**src/rtl/gtp_reset_sequencer.sv**
```systemverilog
// gtp_reset_sequencer
//   Fabric-side bring-up controller for one GTPE2_COMMON PLL0 and the GTPE2_CHANNEL it
//   clocks. Pulses PLL0 reset and waits for lock. Then it pulses the channel TX/RX
//   resets and waits for both reset-done flags before declaring the link ready.
//   A timeout triggers a retry from the PLL reset. Loss of lock in READY triggers a
//   full re-initialisation.
//
// Ports
//   clk            in   single clock for all logic
//   rst_n          in   asynchronous active-low reset
//   start          in   1-cycle request to begin (re)initialisation (synchronous)
//   pll0_lock      in   PLL0LOCK from COMMON (asynchronous, synchronised here)
//   tx_reset_done  in   TXRESETDONE from CHANNEL (asynchronous, synchronised here)
//   rx_reset_done  in   RXRESETDONE from CHANNEL (asynchronous, synchronised here)
//   pll0_reset     out  PLL0RESET to COMMON
//   gt_tx_reset    out  GTTXRESET to CHANNEL
//   gt_rx_reset    out  GTRXRESET to CHANNEL
//   ready          out  link initialised and PLL locked
//   error          out  sticky: retries exhausted
//   retry_count    out  timeouts taken in the current attempt sequence
module gtp_reset_sequencer #(
  parameter int unsigned RESET_PULSE_CYCLES = 16,
  parameter int unsigned PLL_LOCK_TIMEOUT   = 65535,
  parameter int unsigned DONE_TIMEOUT       = 65535,
  parameter int unsigned MAX_RETRIES        = 3,
  parameter int unsigned CNT_W              = 16
) (
  input  logic       clk,
  input  logic       rst_n,
  input  logic       start,
  input  logic       pll0_lock,
  input  logic       tx_reset_done,
  input  logic       rx_reset_done,
  output logic       pll0_reset,
  output logic       gt_tx_reset,
  output logic       gt_rx_reset,
  output logic       ready,
  output logic       error,
  output logic [1:0] retry_count
);

  localparam logic [CNT_W-1:0] PulseLast = CNT_W'(RESET_PULSE_CYCLES - 1);
  localparam logic [CNT_W-1:0] PllLast   = CNT_W'(PLL_LOCK_TIMEOUT - 1);
  localparam logic [CNT_W-1:0] DoneLast  = CNT_W'(DONE_TIMEOUT - 1);
  localparam logic [CNT_W-1:0] CntMax    = {CNT_W{1'b1}};
  localparam logic [1:0]       MaxRetry  = 2'(MAX_RETRIES);

  typedef enum logic [2:0] {
    StIdle,
    StPllRst,
    StPllWait,
    StGtRst,
    StGtWait,
    StReady,
    StFail
  } state_e;

  state_e           state_q, state_d;
  logic [CNT_W-1:0] cnt_q, cnt_d;
  logic [1:0]       retry_q, retry_d;
  logic             timeout;

  // Two-stage synchronisers: bit 2 lock, bit 1 tx done, bit 0 rx done.
  logic [2:0] sync1_q, sync2_q;
  logic       lock_s, tx_done_s, rx_done_s;

  logic pll0_reset_q, pll0_reset_d;
  logic gt_reset_q, gt_reset_d;
  logic ready_q, ready_d;
  logic error_q, error_d;

  always_ff @(posedge clk or negedge rst_n) begin
    if (!rst_n) begin
      sync1_q <= 3'b000;
      sync2_q <= 3'b000;
    end else begin
      sync1_q <= {pll0_lock, tx_reset_done, rx_reset_done};
      sync2_q <= sync1_q;
    end
  end

  assign lock_s    = sync2_q[2];
  assign tx_done_s = sync2_q[1];
  assign rx_done_s = sync2_q[0];

  // State register.
  always_ff @(posedge clk or negedge rst_n) begin
    if (!rst_n) begin
      state_q <= StIdle;
      cnt_q   <= '0;
      retry_q <= 2'd0;
    end else begin
      state_q <= state_d;
      cnt_q   <= cnt_d;
      retry_q <= retry_d;
    end
  end

  // Next-state logic.
  always_comb begin
    state_d = state_q;
    retry_d = retry_q;
    timeout = 1'b0;

    unique case (state_q)
      StIdle: begin
        if (start) begin
          state_d = StPllRst;
          retry_d = 2'd0;
        end
      end
      StPllRst: begin
        if (cnt_q == PulseLast) state_d = StPllWait;
      end
      StPllWait: begin
        if (lock_s) begin
          state_d = StGtRst;
        end else if (cnt_q == PllLast) begin
          timeout = 1'b1;
        end
      end
      StGtRst: begin
        if (cnt_q == PulseLast) state_d = StGtWait;
      end
      StGtWait: begin
        if (tx_done_s && rx_done_s) begin
          state_d = StReady;
        end else if (cnt_q == DoneLast) begin
          timeout = 1'b1;
        end
      end
      StReady: begin
        // Done flags are ignored here; only lock loss restarts the sequence.
        if (!lock_s) begin
          state_d = StPllRst;
          retry_d = 2'd0;
        end
      end
      StFail: begin
        if (start) begin
          state_d = StPllRst;
          retry_d = 2'd0;
        end
      end
      default: state_d = StIdle;
    endcase

    // A retry always restarts from the PLL reset; the count holds once exhausted.
    if (timeout) begin
      if (retry_q < MaxRetry) begin
        retry_d = retry_q + 2'd1;
        state_d = StPllRst;
      end else begin
        state_d = StFail;
      end
    end

    // Counter clears on every state change and saturates otherwise.
    if (state_d != state_q) begin
      cnt_d = '0;
    end else if (cnt_q == CntMax) begin
      cnt_d = cnt_q;
    end else begin
      cnt_d = cnt_q + 1'b1;
    end
  end

  // Output decode from the next state so the registered outputs track state_q exactly.
  always_comb begin
    pll0_reset_d = 1'b0;
    gt_reset_d   = 1'b0;
    ready_d      = 1'b0;
    error_d      = 1'b0;
    unique case (state_d)
      StIdle, StPllRst, StFail: begin
        pll0_reset_d = 1'b1;
        gt_reset_d   = 1'b1;
      end
      StPllWait, StGtRst: gt_reset_d = 1'b1;
      default: ;
    endcase
    ready_d = (state_d == StReady);
    error_d = (state_d == StFail);
  end

  always_ff @(posedge clk or negedge rst_n) begin
    if (!rst_n) begin
      pll0_reset_q <= 1'b1;
      gt_reset_q   <= 1'b1;
      ready_q      <= 1'b0;
      error_q      <= 1'b0;
    end else begin
      pll0_reset_q <= pll0_reset_d;
      gt_reset_q   <= gt_reset_d;
      ready_q      <= ready_d;
      error_q      <= error_d;
    end
  end

  assign pll0_reset  = pll0_reset_q;
  assign gt_tx_reset = gt_reset_q;
  assign gt_rx_reset = gt_reset_q;
  assign ready       = ready_q;
  assign error       = error_q;
  assign retry_count = retry_q;

endmodule

```
**config.mk**
```make
export PLATFORM = sky130hd
export DESIGN_NAME = gtp_reset_sequencer
export DESIGN_NICKNAME = d
export VERILOG_FILES = /design/src/rtl/gtp_reset_sequencer.sv
export SDC_FILE = /design/constraint.sdc
export NUM_CORES = 1
export LEC_CHECK = 0
export CORE_MARGIN = 2
export CORE_UTILIZATION = 35
export CTS_CLUSTER_SIZE = 8
export DETAILED_ROUTE_END_ITERATION = 12
export PLACE_DENSITY_LB_ADDON = 0.15
export SYNTH_ARGS = -nofsm -noshare
export SYNTH_HDL_FRONTEND = slang
export SYNTH_SLANG_ARGS = --single-unit
```
**constraint.sdc**
```tcl
create_clock -name clk -period 2.7 [get_ports clk]
set_clock_uncertainty 0.1 [all_clocks]
set_input_delay 0.675 -clock clk [delete_from_list [all_inputs] [get_ports clk]]
set_output_delay 0.675 -clock clk [all_outputs]
set_load 0.005 [all_outputs]
```
==> key figures, run 1 <==
Clock tree
  • # H-tree levels: 2
  • CTS Root Cell: clkbuf_8
  • Clock Path Buffers: 2
  • CTS Buf Count: 5
  • Post-cts hold buffer count: 0
  • Skew-Pair Late Insertion Delay: roughly 0.28 ns
  • Clk slew on worst S/H paths: roughly 0.070 ns
  • Post-CTS Setup Repair Bufs: 0
  • PostCTS Resize Cnt: 0
  • CTS tree: done
  • CTS Sinks: 31

Worst setup path
  • Slowest-stage cell, CP: dfrtp_1
  • CP top delay family: compound AO/OA/AOI/OAI gates
  • Buf+Inv Stages, Crit Path: 0
  • CP max stage delay: around 0.56 ns
  • WP data arrival: between 2 and 2.5 ns
  • Crit Path Class: register to register
  • Critical path fanouts, max: 16
  • Startpoint types: register
  • CP endpoint kind: register
  • Critical Path Source: state_q[2]
  • Req. time, crit path: 2.74 ns
  • Reg-to-reg critical path startpoint: state_q[2]
  • Worst path cell trace: nor2b_1 -> a22oi_1 -> nor4_1 -> o22a_2 -> a2111oi_0

Timing
  • Max Freq: 420 MHz
  • Rel. slew slack: 58.9%
  • Final period utilization: 88.2%
  • Max-slew violations: 0
  • Final hold violations: 0
  • # setup viols final: 0
  • Crit path time final: around 2.4 ns
  • RSZ-0062 raised after global routing: no
  • Setup TNS: 0 ns
  • Hold_ws: 0.249 ns
  • Worst Tran Pin Value: 0.601 ns

Synthesis
  • Mapped Area: 1740 um^2
  • Yosys top cell area share: 41.8%
  • Cell accounting for the most synthesized area: dfrtp_1
  • Top post-synthesis cells by area: dfrtp_1, nor3_2, xor2_1
  • Commonest cells post-synth: dfrtp_1, nand2_1, nor2_1, nor3_2, o21ai_0
  • Ys async rst share: between 90% and 100%
  • Distinct cell type count after synthesis: 46
  • Ys flop type: dfrtp_1
  • Number of synthesized flops with an enable pin: 0
  • Most frequent cell after synthesis: dfrtp_1
  • Syn_nets: 176
  • YS warnings: 0
  • Syn_area_per_cell: 10.4 um^2
  • Gate Count Post-Synth: roughly 170
  • Seq cells post-synth: 31
  • Seq/Total Area, Yosys: 44.8%

Detailed routing
  • Vias per inst: 5.19
  • Remaining DRCs: 0
  • Met3 wire length: 116 um
  • First drt pass iteration count: 4
  • Routed len/inst: 14.1 um
  • Routed met1 length: 1.73 mm
  • DR top layer: met4
  • Routed Antenna Nets: 0
  • DR vias: around 1300
  • DR WL met2: 1.58 mm
  • Initial drt markers: a little under 60
  • Total wire length: around 3.5 mm

Floorplanning
  • Core Footprint: 4750 um^2
  • Initial Util: 36.5%
  • Site Rows: 25
  • Die width: 74.4 um
  • Die height: about 74 um
  • Die area: 5540 um^2
  • I/O pin cnt: 13

Finish
  • Diodes inserted: 0
  • Area growth from synthesis to layout: 15.1%
  • NumNets Final: 188
  • Final cell count without fillers: 247
  • Share of post-route cells with drive strength above 1: 17.8%
  • Fillers: 487
  • Fin util: between 40% and 50%

Pwr
  • Worst vdd ir: ~0.43 mV
  • P_leak: 0.816 nW
  • Power per cell area: 718 nW/um^2
  • Pwr Total: 1.43 mW

Global route
  • Gr ovfl total: 0
  • Pin count of the biggest net entering global routing: 32
  • Initial antenna violation count: 0
  • Tot GR Track Use: 14.7%
  • Vias in the first global route: 1274
  • Global-route wire length before repair: 6.13 mm

Status
  • Status: complete, no violations

Hold path
  • Hold/Removal Path Class: register to register
  • Hold path start: sync1_q[2]

Placement
  • Routability Congestion: 0.798
  • Dpl hpwl: 2.42 mm
  • I/O Buffers: 12
  • Placed Cells: 239

Run
  • Max_cap viols: 0
[per-stage QoR]
step | instance area [um^2] | setup WS, ns
floorplan | 1740 | 0.696
global route | 2000 | 0.151
CTS | 2000 | 0.367
global placement | 1910 | 0.244
detailed placement | 1910 | 0.205
finish | 2000 | 0.318
[layer usage]
metal / GRT usage (%) / vias up
met5: 0 / -
met4: 5.95 / 0
met3: 3.66 / 6
met2: 22.5 / 22
met1: 20.0 / 611
li1: - / 644
[state kept, by name (all words and copies together), names as in the netlist]
| signal | count |
|---|---|
| pll0_reset | 1 |
| sync2_q | 3 |
| error | 1 |
| sync1_q | 3 |
| ready | 1 |
| state_q | 3 |
| cnt_q | 16 |
| retry_count | 2 |
| gt_rx_reset | 1 |
[final cells by class]
cell class                      instances  area, um^2  area share (%)
Tap cell                               67        83.8            4.20
Sequential cell                        31         778            39.0
Clock buffer                            5        68.8            3.45
Clock inverter                          3        20.0            1.00
Timing Repair Buffer                   14         148            7.39
Inverter                                4        15.0           0.752
Multi-Input combinational cell        123         883            44.2
[report_power, final]
group / internal, mW / switching (mW)
Combinational: 0.192 / 0.217
Clock: 0.179 / 0.180
Sequential: 0.541 / 0.125
[cells in the final DEF, fill, tap and decap left out, types with 4 or more instances in the layout]
cell type / instances
nand2_1: 10
xor2_1: 8
o21ai_0: 9
nor3_1: 4
clkdlybuf4s50_1: 12
nand4_1: 8
nor4_1: 6
nor3_2: 10
nor2_1: 10
inv_1: 4
clkbuf_8: 5
dfrtp_1: 29
nand3_1: 7
[path summary, 6_finish.rpt]
| kind | end | slack [ns] | cells after the start |
|---|---|---|---|
| max | cnt_q[4] | 0.32 | 5 |
| min | sync2_q[2] | 0.25 | 0 |
| max reg2reg | cnt_q[4] | 0.32 | 5 |
| min reg2reg | sync2_q[2] | 0.25 | 0 |
| max in group asynchronous | pll0_reset | 1.49 | 2 |
| min in group asynchronous | retry_count[1] | 0.67 | 2 |
[cell families after synthesis]
family | Yosys count | synth area share (%)
and+or+nand+nor | 77 | 29.2
buffers and inverters | 13 | 4.25
AOI/OAI and AO/OA | 29 | 12.2
xor gates and xnor gates | 11 | 5.55
adders and majority gates | 3 | 2.16
muxes | 3 | 1.80
DFF | 31 | 44.8
No activity file was read; power rests on OpenSTA's default activity.
==> run 2: changes to the inputs <==
--- a/config.mk
+++ b/config.mk
@@ -10,6 +10,7 @@
 export CTS_CLUSTER_SIZE = 8
 export DETAILED_ROUTE_END_ITERATION = 12
 export PLACE_DENSITY_LB_ADDON = 0.15
+export SLEW_MARGIN = 10
 export SYNTH_ARGS = -nofsm -noshare
 export SYNTH_HDL_FRONTEND = slang
 export SYNTH_SLANG_ARGS = --single-unit
==> results of run 2 <==
Same layout as run 1: the final DEF is identical, and so are final timing and power.
